### src/rtl/multicycle_ctrl_pkg.sv
// Shared RV32I definitions: opcode classes, controller states and datapath select encodings.
// Used by multicycle_ctrl and the core top level.
package rv32i_pkg;

  localparam logic [6:0] OPC_LUI    = 7'b0110111;
  localparam logic [6:0] OPC_AUIPC  = 7'b0010111;
  localparam logic [6:0] OPC_JAL    = 7'b1101111;
  localparam logic [6:0] OPC_JALR   = 7'b1100111;
  localparam logic [6:0] OPC_BRANCH = 7'b1100011;
  localparam logic [6:0] OPC_LOAD   = 7'b0000011;
  localparam logic [6:0] OPC_STORE  = 7'b0100011;
  localparam logic [6:0] OPC_OP_IMM = 7'b0010011;
  localparam logic [6:0] OPC_OP     = 7'b0110011;
  localparam logic [6:0] OPC_FENCE  = 7'b0001111;
  localparam logic [6:0] OPC_SYSTEM = 7'b1110011;

  typedef enum logic [2:0] {
    ST_FETCH, ST_DECODE, ST_EXECUTE, ST_MEM, ST_WRITEBACK, ST_TRAP
  } state_e;

  typedef enum logic [1:0] {PC_ALU_RESULT = 2'b00, PC_ALU_OUT = 2'b01, PC_ALU_OUT_ALIGN = 2'b10} pc_src_e;
  typedef enum logic [1:0] {SRCA_PC = 2'b00, SRCA_REG = 2'b01, SRCA_ZERO = 2'b10} alu_src_a_e;
  typedef enum logic [1:0] {SRCB_REG = 2'b00, SRCB_FOUR = 2'b01, SRCB_IMM = 2'b10} alu_src_b_e;
  typedef enum logic [1:0] {
    WB_ALU_OUT = 2'b00, WB_MEM = 2'b01, WB_IMM = 2'b10, WB_ALU_RESULT = 2'b11
  } wb_mux_e;

  function automatic logic is_legal(input logic [6:0] op);
    case (op)
      OPC_LUI, OPC_AUIPC, OPC_JAL, OPC_JALR, OPC_BRANCH, OPC_LOAD,
      OPC_STORE, OPC_OP_IMM, OPC_OP, OPC_FENCE, OPC_SYSTEM: is_legal = 1'b1;
      default: is_legal = 1'b0;
    endcase
  endfunction

endpackage

### src/rtl/multicycle_ctrl_if.sv
// Control bus between multicycle_ctrl (master) and the core datapath (slave).
interface multicycle_ctrl_if #(parameter int CNT_WIDTH = 32);
  logic [6:0]           opcode;
  logic                 branch_taken;
  logic                 pc_write;
  logic [1:0]           pc_src;
  logic                 ir_write;
  logic                 reg_write;
  logic                 dmem_wren;
  logic [1:0]           alu_src_a;
  logic [1:0]           alu_src_b;
  logic                 alu_force_add;
  logic [1:0]           writeback_mux;
  logic                 trap;
  logic [CNT_WIDTH-1:0] instr_count;

  modport master (
    input  opcode, branch_taken,
    output pc_write, pc_src, ir_write, reg_write, dmem_wren, alu_src_a, alu_src_b,
           alu_force_add, writeback_mux, trap, instr_count
  );
  modport slave (
    output opcode, branch_taken,
    input  pc_write, pc_src, ir_write, reg_write, dmem_wren, alu_src_a, alu_src_b,
           alu_force_add, writeback_mux, trap, instr_count
  );
endinterface

### src/rtl/multicycle_ctrl_latency_counter.sv
// Clearable wait-state counter; done is high once the count reaches target.
module latency_counter #(
  parameter int MAX_LAT = 1,
  localparam int W      = $clog2(MAX_LAT + 1)
) (
  input  logic         clk,
  input  logic         reset,
  input  logic         clear,
  input  logic         en,
  input  logic [W-1:0] target,
  output logic         done
);
  logic [W-1:0] cnt_q, cnt_d;

  assign done = (cnt_q == target);

  always_comb begin
    cnt_d = cnt_q;
    if (clear)           cnt_d = '0;
    else if (en && !done) cnt_d = cnt_q + W'(1);
  end

  always_ff @(posedge clk) begin
    if (!reset) cnt_q <= '0;
    else        cnt_q <= cnt_d;
  end
endmodule

### src/rtl/multicycle_ctrl.sv
// Multicycle RV32I control FSM with memory wait states and retired-instruction counter.
// Define CTRL_ILLEGAL_TRAP_EN to trap on unknown opcodes instead of retiring them as NOPs.
module multicycle_ctrl
  import rv32i_pkg::*;
#(
  parameter int IMEM_LATENCY = 1,
  parameter int DMEM_LATENCY = 1,
  parameter int CNT_WIDTH    = 32
) (
  input logic              clk,
  input logic              reset,
  multicycle_ctrl_if.master bus
);
  localparam int MAX_LAT = (IMEM_LATENCY > DMEM_LATENCY) ? IMEM_LATENCY : DMEM_LATENCY;
  localparam int CW      = $clog2(MAX_LAT + 1);

  state_e               state_q, state_d;
  logic [CNT_WIDTH-1:0] instr_count_q, instr_count_d;
  logic                 cnt_done, cnt_en, cnt_clear;
  logic [CW-1:0]        cnt_target;
  logic                 is_load, is_store;

  pc_src_e    pc_src;
  alu_src_a_e src_a;
  alu_src_b_e src_b;
  wb_mux_e    wb_mux;
  logic       pc_write, ir_write, reg_write, dmem_wren, force_add;

  assign is_load    = (bus.opcode == OPC_LOAD);
  assign is_store   = (bus.opcode == OPC_STORE);
  assign cnt_en     = (state_q == ST_FETCH) || (state_q == ST_MEM && is_load);
  assign cnt_target = (state_q == ST_MEM) ? CW'(DMEM_LATENCY) : CW'(IMEM_LATENCY);
  assign cnt_clear  = (state_d != state_q);

  latency_counter #(.MAX_LAT(MAX_LAT)) u_wait (
    .clk    (clk),
    .reset  (reset),
    .clear  (cnt_clear),
    .en     (cnt_en),
    .target (cnt_target),
    .done   (cnt_done)
  );

  always_comb begin
    state_d = state_q;
    case (state_q)
      ST_FETCH: if (cnt_done) state_d = ST_DECODE;
      ST_DECODE: begin
        case (bus.opcode)
          OPC_OP, OPC_OP_IMM, OPC_LOAD, OPC_STORE, OPC_JALR: state_d = ST_EXECUTE;
          default: state_d = ST_WRITEBACK;
        endcase
`ifdef CTRL_ILLEGAL_TRAP_EN
        if (!is_legal(bus.opcode)) state_d = ST_TRAP;
`endif
      end
      ST_EXECUTE:   state_d = (is_load || is_store) ? ST_MEM : ST_WRITEBACK;
      // Stores spend a single cycle in MEM; loads wait out the data latency.
      ST_MEM:       if (is_store || cnt_done) state_d = ST_WRITEBACK;
      ST_WRITEBACK: state_d = ST_FETCH;
      ST_TRAP:      state_d = ST_TRAP;
      default:      state_d = ST_FETCH;
    endcase
  end

  always_comb begin
    pc_write  = 1'b0;
    ir_write  = 1'b0;
    reg_write = 1'b0;
    dmem_wren = 1'b0;
    force_add = 1'b0;
    pc_src    = PC_ALU_RESULT;
    src_a     = SRCA_PC;
    src_b     = SRCB_REG;
    wb_mux    = WB_ALU_OUT;
    case (state_q)
      ST_FETCH: ir_write = cnt_done;
      ST_DECODE: begin
        src_b     = SRCB_IMM;
        force_add = 1'b1;
      end
      ST_EXECUTE: begin
        case (bus.opcode)
          OPC_OP:     src_a = SRCA_REG;
          OPC_OP_IMM: begin src_a = SRCA_REG; src_b = SRCB_IMM; end
          OPC_LOAD, OPC_STORE, OPC_JALR: begin
            src_a     = SRCA_REG;
            src_b     = SRCB_IMM;
            force_add = 1'b1;
          end
          default: ;
        endcase
      end
      ST_MEM: dmem_wren = is_store;
      ST_WRITEBACK: begin
        src_b     = SRCB_FOUR;
        force_add = 1'b1;
        pc_write  = 1'b1;
        case (bus.opcode)
          OPC_OP, OPC_OP_IMM, OPC_AUIPC: reg_write = 1'b1;
          OPC_LOAD: begin reg_write = 1'b1; wb_mux = WB_MEM; end
          OPC_LUI:  begin reg_write = 1'b1; wb_mux = WB_IMM; end
          OPC_JAL:  begin reg_write = 1'b1; wb_mux = WB_ALU_RESULT; pc_src = PC_ALU_OUT; end
          OPC_JALR: begin reg_write = 1'b1; wb_mux = WB_ALU_RESULT; pc_src = PC_ALU_OUT_ALIGN; end
          OPC_BRANCH: pc_src = bus.branch_taken ? PC_ALU_OUT : PC_ALU_RESULT;
          default: ;
        endcase
      end
      default: ;
    endcase
    // Reset overrides the decode so nothing (notably a store in MEM) leaks out.
    if (!reset) begin
      pc_write  = 1'b0;
      ir_write  = 1'b0;
      reg_write = 1'b0;
      dmem_wren = 1'b0;
      force_add = 1'b0;
      pc_src    = PC_ALU_RESULT;
      src_a     = SRCA_PC;
      src_b     = SRCB_REG;
      wb_mux    = WB_ALU_OUT;
    end
  end

  assign instr_count_d = instr_count_q + ((state_q == ST_WRITEBACK) ? CNT_WIDTH'(1) : '0);

`ifdef CTRL_ILLEGAL_TRAP_EN
  logic trap_q, trap_d;
  assign trap_d   = trap_q || (state_d == ST_TRAP);
  assign bus.trap = trap_q;
`else
  assign bus.trap = 1'b0;
`endif

  always_ff @(posedge clk) begin
    if (!reset) begin
      state_q       <= ST_FETCH;
      instr_count_q <= '0;
`ifdef CTRL_ILLEGAL_TRAP_EN
      trap_q        <= 1'b0;
`endif
    end else begin
      state_q       <= state_d;
      instr_count_q <= instr_count_d;
`ifdef CTRL_ILLEGAL_TRAP_EN
      trap_q        <= trap_d;
`endif
    end
  end

  assign bus.pc_write      = pc_write;
  assign bus.ir_write      = ir_write;
  assign bus.reg_write     = reg_write;
  assign bus.dmem_wren     = dmem_wren;
  assign bus.alu_force_add = force_add;
  assign bus.pc_src        = pc_src;
  assign bus.alu_src_a     = src_a;
  assign bus.alu_src_b     = src_b;
  assign bus.writeback_mux = wb_mux;
  assign bus.instr_count   = instr_count_q;
endmodule

### src/flat_wrapper.sv
// flat-port wrapper written by rule: the top's interface ports become plain ports
module multicycle_ctrl_flat import rv32i_pkg::*;
#(
  parameter int IMEM_LATENCY = 1,
  parameter int DMEM_LATENCY = 1,
  parameter int CNT_WIDTH    = 32
)
  (clk, reset, bus_opcode, bus_branch_taken, bus_pc_write, bus_pc_src, bus_ir_write, bus_reg_write, bus_dmem_wren, bus_alu_src_a, bus_alu_src_b, bus_alu_force_add, bus_writeback_mux, bus_trap, bus_instr_count);
  multicycle_ctrl_if #(.CNT_WIDTH(CNT_WIDTH)) bus_i ();
  input logic clk;
  input logic reset;
  input wire logic [$bits(bus_i.opcode)-1:0] bus_opcode;
  input wire logic [$bits(bus_i.branch_taken)-1:0] bus_branch_taken;
  output wire logic [$bits(bus_i.pc_write)-1:0] bus_pc_write;
  output wire logic [$bits(bus_i.pc_src)-1:0] bus_pc_src;
  output wire logic [$bits(bus_i.ir_write)-1:0] bus_ir_write;
  output wire logic [$bits(bus_i.reg_write)-1:0] bus_reg_write;
  output wire logic [$bits(bus_i.dmem_wren)-1:0] bus_dmem_wren;
  output wire logic [$bits(bus_i.alu_src_a)-1:0] bus_alu_src_a;
  output wire logic [$bits(bus_i.alu_src_b)-1:0] bus_alu_src_b;
  output wire logic [$bits(bus_i.alu_force_add)-1:0] bus_alu_force_add;
  output wire logic [$bits(bus_i.writeback_mux)-1:0] bus_writeback_mux;
  output wire logic [$bits(bus_i.trap)-1:0] bus_trap;
  output wire logic [$bits(bus_i.instr_count)-1:0] bus_instr_count;
  assign bus_i.opcode = bus_opcode;
  assign bus_i.branch_taken = bus_branch_taken;
  assign bus_pc_write = bus_i.pc_write;
  assign bus_pc_src = bus_i.pc_src;
  assign bus_ir_write = bus_i.ir_write;
  assign bus_reg_write = bus_i.reg_write;
  assign bus_dmem_wren = bus_i.dmem_wren;
  assign bus_alu_src_a = bus_i.alu_src_a;
  assign bus_alu_src_b = bus_i.alu_src_b;
  assign bus_alu_force_add = bus_i.alu_force_add;
  assign bus_writeback_mux = bus_i.writeback_mux;
  assign bus_trap = bus_i.trap;
  assign bus_instr_count = bus_i.instr_count;
  multicycle_ctrl #(.IMEM_LATENCY(IMEM_LATENCY), .DMEM_LATENCY(DMEM_LATENCY), .CNT_WIDTH(CNT_WIDTH)) u_core (.clk(clk), .reset(reset), .bus(bus_i));
endmodule
### config.mk
export PLATFORM = sky130hd
export DESIGN_NAME = multicycle_ctrl_flat
export DESIGN_NICKNAME = d
export VERILOG_FILES = /design/src/rtl/multicycle_ctrl_pkg.sv /design/src/rtl/multicycle_ctrl_if.sv /design/src/rtl/multicycle_ctrl_latency_counter.sv /design/src/rtl/multicycle_ctrl.sv /design/src/flat_wrapper.sv
export SDC_FILE = /design/constraint.sdc
export NUM_CORES = 1
export LEC_CHECK = 0
export CORE_MARGIN = 5
export CORE_UTILIZATION = 45
export CTS_CLUSTER_DIAMETER = 200
export CTS_CLUSTER_SIZE = 40
export DETAILED_ROUTE_END_ITERATION = 10
export GPL_ROUTABILITY_DRIVEN = 1
export PLACE_DENSITY = 0.76
export SLEW_MARGIN = 20
export SYNTH_ARGS = -nofsm -noshare
export SYNTH_HDL_FRONTEND = slang
export SYNTH_SLANG_ARGS = --single-unit
### constraint.sdc
create_clock -name clk -period 4.2 [get_ports clk]
set_input_delay 0.84 -clock clk [delete_from_list [all_inputs] [get_ports clk]]
set_output_delay 0.84 -clock clk [all_outputs]
set_load 0.1 [all_outputs]
==> results of run 1 <==
[power by group through the flow]
stage | Clock [mW] | Combinational, mW | Sequential [mW]
final | 0.250 | 0.0922 | 0.353
after global routing | 0.274 | 0.0990 | 0.353
after CTS | 0.258 | 0.0926 | 0.353
after global placement | 0 | 0.0921 | 0.360
after detailed placement | 0 | 0.0923 | 0.360
after floorplan | 0 | 0.0649 | 0.362
[worst min-delay path: cells and delay by family, from the launching register on]
kind	cells	cell delay, ns
AND/OR/NAND/NOR	1	0.07
multiplexers	1	0.06
flip-flops	1	0.32
[registers in the layout, summed over array words and instances, names as in the netlist]
register / cells
u_core.bus.instr_count: 32
u_core.u_wait.cnt_q: 1
u_core.state_q: 3
[cells in the final DEF (no fill, tap or decap), types with 6 or more instances in the layout]
cell and count:
clkdlybuf4s50_1 41, dfxtp_1 36, a21oi_1 22, nand2_1 21, nor2_1 17, or4_1 12
o31ai_1 10, inv_1 9, o21ai_0 9, buf_4 9, or3_1 8, nand3_1 7
nand2b_1 7, xnor2_1 7, nor3_1 6, clkbuf_8 6
[metal layers]
metal / up-vias / routed length [microns]
li1: 961 / -
met1: 834 / 2060
met2: 51 / 2060
met3: 2 / 230
met4: 0 / 27
met5: - / 0
[worst paths after layout]
kind	start	to	slack, ns	depth (start not counted)
hold reg to reg	u_core.bus.instr_count[31]	u_core.bus.instr_count[31]	0.50	2
setup / recovery	bus_opcode[2]	bus_alu_src_b[1]	0.66	6
hold / removal	u_core.bus.instr_count[31]	u_core.bus.instr_count[31]	0.50	2
setup reg to reg	u_core.state_q[0]	u_core.bus.instr_count[30]	1.24	8
[per-stage QoR]
stage	setup slack, ns	hold WS [ns]	power [mW]	cells	area (sq um)
finish	0.657	0.496	0.695	336	2560
global route	0.516	0.523	0.727	336	2560
CTS	0.651	0.499	0.704	336	2560
detailed placement	0.668	0.484	0.453	328	2470
global placement	0.682	0.463	0.453	328	2470
floorplan	0.0177	0.488	0.427	241	1950
[cell type report]
class	instances	area, sq um
sequential	36	721
multi-input combinational	180	1120
fill	376	1520
tap	50	62.6
clock inverter	1	7.51
clock buffer	7	86.3
inverter	9	33.8
timing repair buffer	53	538
[cell families (layout without fill, tap and decap cells)]
| logic type | after synthesis | in the layout | synth area share, % |
|---|---|---|---|
| simple gates | 109 | 109 | 32.5 |
| compound gates | 55 | 55 | 17.6 |
| flops | 36 | 36 | 37.2 |
| buf+inv | 25 | 70 | 5.68 |
| xor+xnor | 10 | 10 | 4.52 |
| fa+ha+maj | 2 | 2 | 1.29 |
| mux | 2 | 2 | 1.03 |
| other cells | 1 | 2 | 0.193 |
==> metrics, run 1 <==
Layout area overhead=32.3%; CP bufs+invs=2; CP required=3.36 ns; Final Slew Violations=0; pin count of the biggest net entering global routing=31; fin crit share=84.4%; synthesis warning total=0; Power per Cell Area=approximately 270 mW/mm^2; cells after synthesis=240; vias in the first global route=1679; post-synth cell types=44; starting density of the core=between 40% and 50%; H-tree levels=2; gr ovfl total=0; met2 usage=26.6%; power share of the clock group=36.0%; IO Pins=56; total setup buffers inserted after CTS=0; Die Footprint=0.00572 sq mm; clk slew on worst S/H paths=0.07 ns; P_int=508 uW; Worst-Skew Late Latency=0.28 ns; cells along the critical path=clkdlybuf4s50_1 -> or2_2 -> a211o_1 -> a211o_1 -> a21oi_1 -> buf_12; final wirelength=4.38 mm; Slew @ Worst Pin=around 1 ns; Setup crit end kind=output pin; Crit-path slowest cell=clkdlybuf4s50_1; antenna diode count=0; CP max stage delay=roughly 0.48 ns; share of the yosys chip area belonging to registers=37.2%; RSZ-0062 raised after global routing=false; grt met1 use=22.6%; Initial DRC Count=113; top-count cell post-synth=dfxtp_1; clock buffer depth=2; leakage=0.819 nW; antenna violations before repair=0; Die Wd=75.6 microns; Tmin final=3.54 ns; final hold violations=0; drt drc=0; post-synth top area cell=dfxtp_1; first-pass GRT wire length=7.48 mm; Post-synth top cells=36 x dfxtp_1, 22 x a21oi_1, 21 x nand2_1, 17 x nor2_1, 12 x or4_1; synthesized area per cell=approximately 8.1 sq um; post-layout util=between 60% and 70%; vias per cell=5.50; Max Cap Viol=0; EDFF count, synth=0; Psw=between 150 and 200 uW; Crit path max-delay family=compound AO/OA/AOI/OAI gates; Worst Hold Class=flop to flop; worst-path maximum fanout=6; Root Driver=clkbuf_8; Critical Path Most Common Cell=a211o_1; CTS Sinks=36; worst path arrival time=2.70 ns; Crit Path Class=primary input to output pin; # setup viols final=0; busiest grt layer=met2; fmax=0.282 GHz; Sw Share=between 20% and 30%; Slew headroom=33.1%; dpl hpwl=3.13 mm; top cells by area, synth=dfxtp_1 37%, a21oi_1 5.7%, or4_1 4.6%, nand2_1 4.1%, o31ai_1 3.9%; main flop type after synthesis=dfxtp_1; grt met3 use=3.30%; Routed WL per cell=13.0 microns; GP Congestion=0.856; Routed Antenna Nets=0; critical path startpoint category=primary input; share of cells above drive strength 1=9.09%; CTS buffer count=5; CTS tree=done; Placement Rows=23; Layout Nets=~300; clk_skew=0.0110 ns; synthesized flop and latch total=36; total negative slack=0 ns; Synth top area share=a little under two fifths; vias post-DR=1848; I/O Buffers=53; Overall Global Routing Usage=16.3%; maximum VDD drop=0.211 mV; Sequential Power Share=50.8%; Mapped Area=just under 0.002 sq mm; placeable core area=0.00409 sq mm; CTS Hold Buffers Added=0; Gates resized, CTS repair=0; Chip Height=between 70 and 80 microns; router iterations before antenna repair=4; status=finished clean; combinational fraction of design power=13.3%; post-synthesis async set-or-reset flop share=0%
(Power assumes the default switching activity.)
==> run 2, diff against run 1 <==
--- a/config.mk
+++ b/config.mk
@@ -6,7 +6,7 @@
 export NUM_CORES = 1
 export LEC_CHECK = 0
 export CORE_MARGIN = 5
-export CORE_UTILIZATION = 45
+export CORE_UTILIZATION = 43
 export CTS_CLUSTER_DIAMETER = 200
 export CTS_CLUSTER_SIZE = 40
 export DETAILED_ROUTE_END_ITERATION = 10
==> constraint.sdc (replaced) <==
create_clock -name clk -period 2.9 [get_ports clk]
set_input_delay 0.58 -clock clk [delete_from_list [all_inputs] [get_ports clk]]
set_output_delay 0.58 -clock clk [all_outputs]
set_load 0.1 [all_outputs]
==> metrics, run 2 (same netlist as run 1, synthesis figures left out) <==
critical path startpoint category=primary input (unchanged); Cells after DPL=343 (was 328); dpl hpwl=3.46 mm (was 3.13 mm); Root Driver=clkbuf_8 (unchanged); setup ws final=0.0755 ns (was 0.657 ns); Power Total=1.10 mW (was 695 uW); antenna violations before repair=0 (unchanged); Setup crit end kind=output pin (unchanged); Routed WL per cell=13.0 microns (about the same); first-pass GRT wire length=7.94 mm (was 7.48 mm); placeable core area=0.00435 sq mm (was 0.00409 sq mm); vias per cell=5.49 (was 5.50); vias post-DR=1928 (was 1848); # setup viols final=0 (unchanged); Crit Path Class=primary input to output pin (unchanged); CTS Sinks=36 (unchanged); starting density of the core=44.5% (was 47.4%); Placement Rows=24 (was 23); Sw Share=26.1% (was 27.0%); vias in the first global route=1789 (was 1679); commonest non-fill, non-tap cells in the layout=45 x buf_4, 36 x dfxtp_1, 21 x nand2_1 (was 41 x clkdlybuf4s50_1, 36 x dfxtp_1, 22 x a21oi_1); CTS Hold Buffers Added=0 (unchanged); Worst-Skew Late Latency=0.29 ns (was 0.28 ns); Crit path max-delay family=compound AO/OA/AOI/OAI gates (unchanged); Initial DRC Count=105 (was 113); clk_skew=0.00583 ns (was 0.0110 ns); drt drc=0 (unchanged); total negative slack=0 ns (unchanged); worst-path maximum fanout=2 (was 6); Chip Height=77.1 microns (was 75.6 microns); clock buffer depth=2 (unchanged); DP Worst Slack=-0.0451 ns (was 0.668 ns); Psw=287 uW (was 188 uW); combinational fraction of design power=14.5% (was 13.3%); pin count of the biggest net entering global routing=19 (was 31); Layout Nets=310 (was 297); CP required=2.32 ns (was 3.36 ns); IO Pins=56 (unchanged); final hold violations=0 (unchanged); antenna diode count=0 (unchanged); Overall Global Routing Usage=15.7% (was 16.3%); Die Footprint=0.00595 sq mm (was 0.00572 sq mm); H-tree levels=2 (unchanged); CP bufs+invs=2 (unchanged); post-layout util=63.0% (was 62.8%); Routed Antenna Nets=0 (unchanged); fmax=roughly 0.35 GHz; leakage=0.986 nW (was 0.819 nW); cells along the critical path=clkdlybuf4s50_1 -> or2_2 -> a211o_1 -> a211o_1 -> a21oi_4 -> buf_12 (was clkdlybuf4s50_1 -> or2_2 -> a211o_1 -> a211o_1 -> a21oi_1 -> buf_12); commonest non-fill, non-tap cell in the layout=buf_4 (was clkdlybuf4s50_1); CTS buffer count=5 (unchanged); share of cells above drive strength 1=26.1% (was 9.09%); Slew headroom=62.4% (was 33.1%); Crit-path slowest cell=clkdlybuf4s50_1 (unchanged); I/O Buffers=53 (unchanged); Worst Hold Class=flop to flop (unchanged); total setup buffers inserted after CTS=0 (unchanged); Critical Path Most Common Cell=a211o_1 (unchanged); Sequential Power Share=46.1% (was 50.8%); final wirelength=4.56 mm (was 4.38 mm); maximum VDD drop=0.277 mV (was 0.211 mV); GP Congestion=0.772 (was 0.856); final cell count without fillers=351 (was 336); Tmin final=approximately 2.8 ns; fin crit share=97.4%; Slew @ Worst Pin=0.564 ns (was 1.00 ns); fillers=375 (was 376); Power per Cell Area=401 mW/mm^2 (was 271 mW/mm^2); CP max stage delay=0.42 ns (was 0.48 ns); power share of the clock group=39.5% (was 36.0%); P_int=813 uW (was 508 uW); Final Slew Violations=0 (unchanged); Max Cap Viol=0 (unchanged); Layout area overhead=41.6% (was 32.3%); gr ovfl total=0 (unchanged); status=finished clean (unchanged); max reg flops=32 (unchanged); Die Wd=77.1 microns (was 75.6 microns); RSZ-0062 raised after global routing=false (unchanged); worst path arrival time=2.24 ns (was 2.70 ns); router iterations before antenna repair=4 (unchanged); CTS tree=done (unchanged); clk slew on worst S/H paths=0.07 ns (about the same)
-- run 2: changes by cell type in the layout (fill, tap and decap cells not counted), moves of 2 or more --
cell	previous run	this run
buf_4	9	45
clkdlybuf4s50_1	41	8
buf_12	3	12
a21oi_1	22	20
nor2_1	17	15
nor2_2	0	2
-- run 2: timing repair --
action                                  in CTS  in global routing
endpoints found under the setup margin       1                  7
pin swaps                                    0                  1
gates resized for setup                      1                  1
-- run 2: power groups by stage --
stage               Sequential, mW  Clock (mW)  Combinational, mW
floorplan                    0.524           0             0.0972
global placement             0.518           0              0.159
detailed placement           0.518           0              0.160
CTS                          0.506       0.447              0.160
global route                 0.508       0.470              0.168
finish                       0.507       0.434              0.159
-- run 2: worst reg2reg max path: cells and delay by family, from the launching register on --
family	cells	cell delay (ns)
compound gates	1	0.15
simple gates	4	1.54
flops	1	0.50
fa+ha+maj	2	0.37
-- run 2: worst paths after layout --
check | start | end | slack [ns] | cells after the start
worst max-delay path | bus_opcode[2] | bus_alu_src_b[1] | 0.08 | 6
worst min-delay path | u_core.bus.instr_count[31] | u_core.bus.instr_count[31] | 0.49 | 2
worst max register to register | u_core.state_q[2] | u_core.bus.instr_count[26] | 0.29 | 7
worst min register to register | u_core.bus.instr_count[31] | u_core.bus.instr_count[31] | 0.49 | 2
-- run 2: layer usage --
layer  part of all wire [%]  wire [microns]  vias up  global-route usage (%)
met5                      0               0        -                       0
met2                     48            2190       42                    25.3
met4                    1.6              74        0                    6.19
li1                       -               -      990                       -
met1                     45            2070      888                    20.0
met3                    5.2             236        8                    3.86
-- run 2: metrics by stage --
step	hold WS (ns)	area, sq um
4_1_cts	0.492	2740
6_report	0.492	2750
5_1_grt	0.526	2750
3_5_place_dp	0.476	2640
2_1_floorplan	0.488	1980
3_3_place_gp	0.474	2640
-- run 2: area by class of cell --
type | instances | area [sq um] | share of cell area, %
tap | 52 | 65.1 | 2.37
timing repair buffer | 66 | 667 | 24.3
multi-input combinational | 180 | 1150 | 41.9
sequential | 36 | 721 | 26.3
inverter | 9 | 33.8 | 1.23
clock buffer | 6 | 72.6 | 2.64
clock inverter | 2 | 35.0 | 1.28
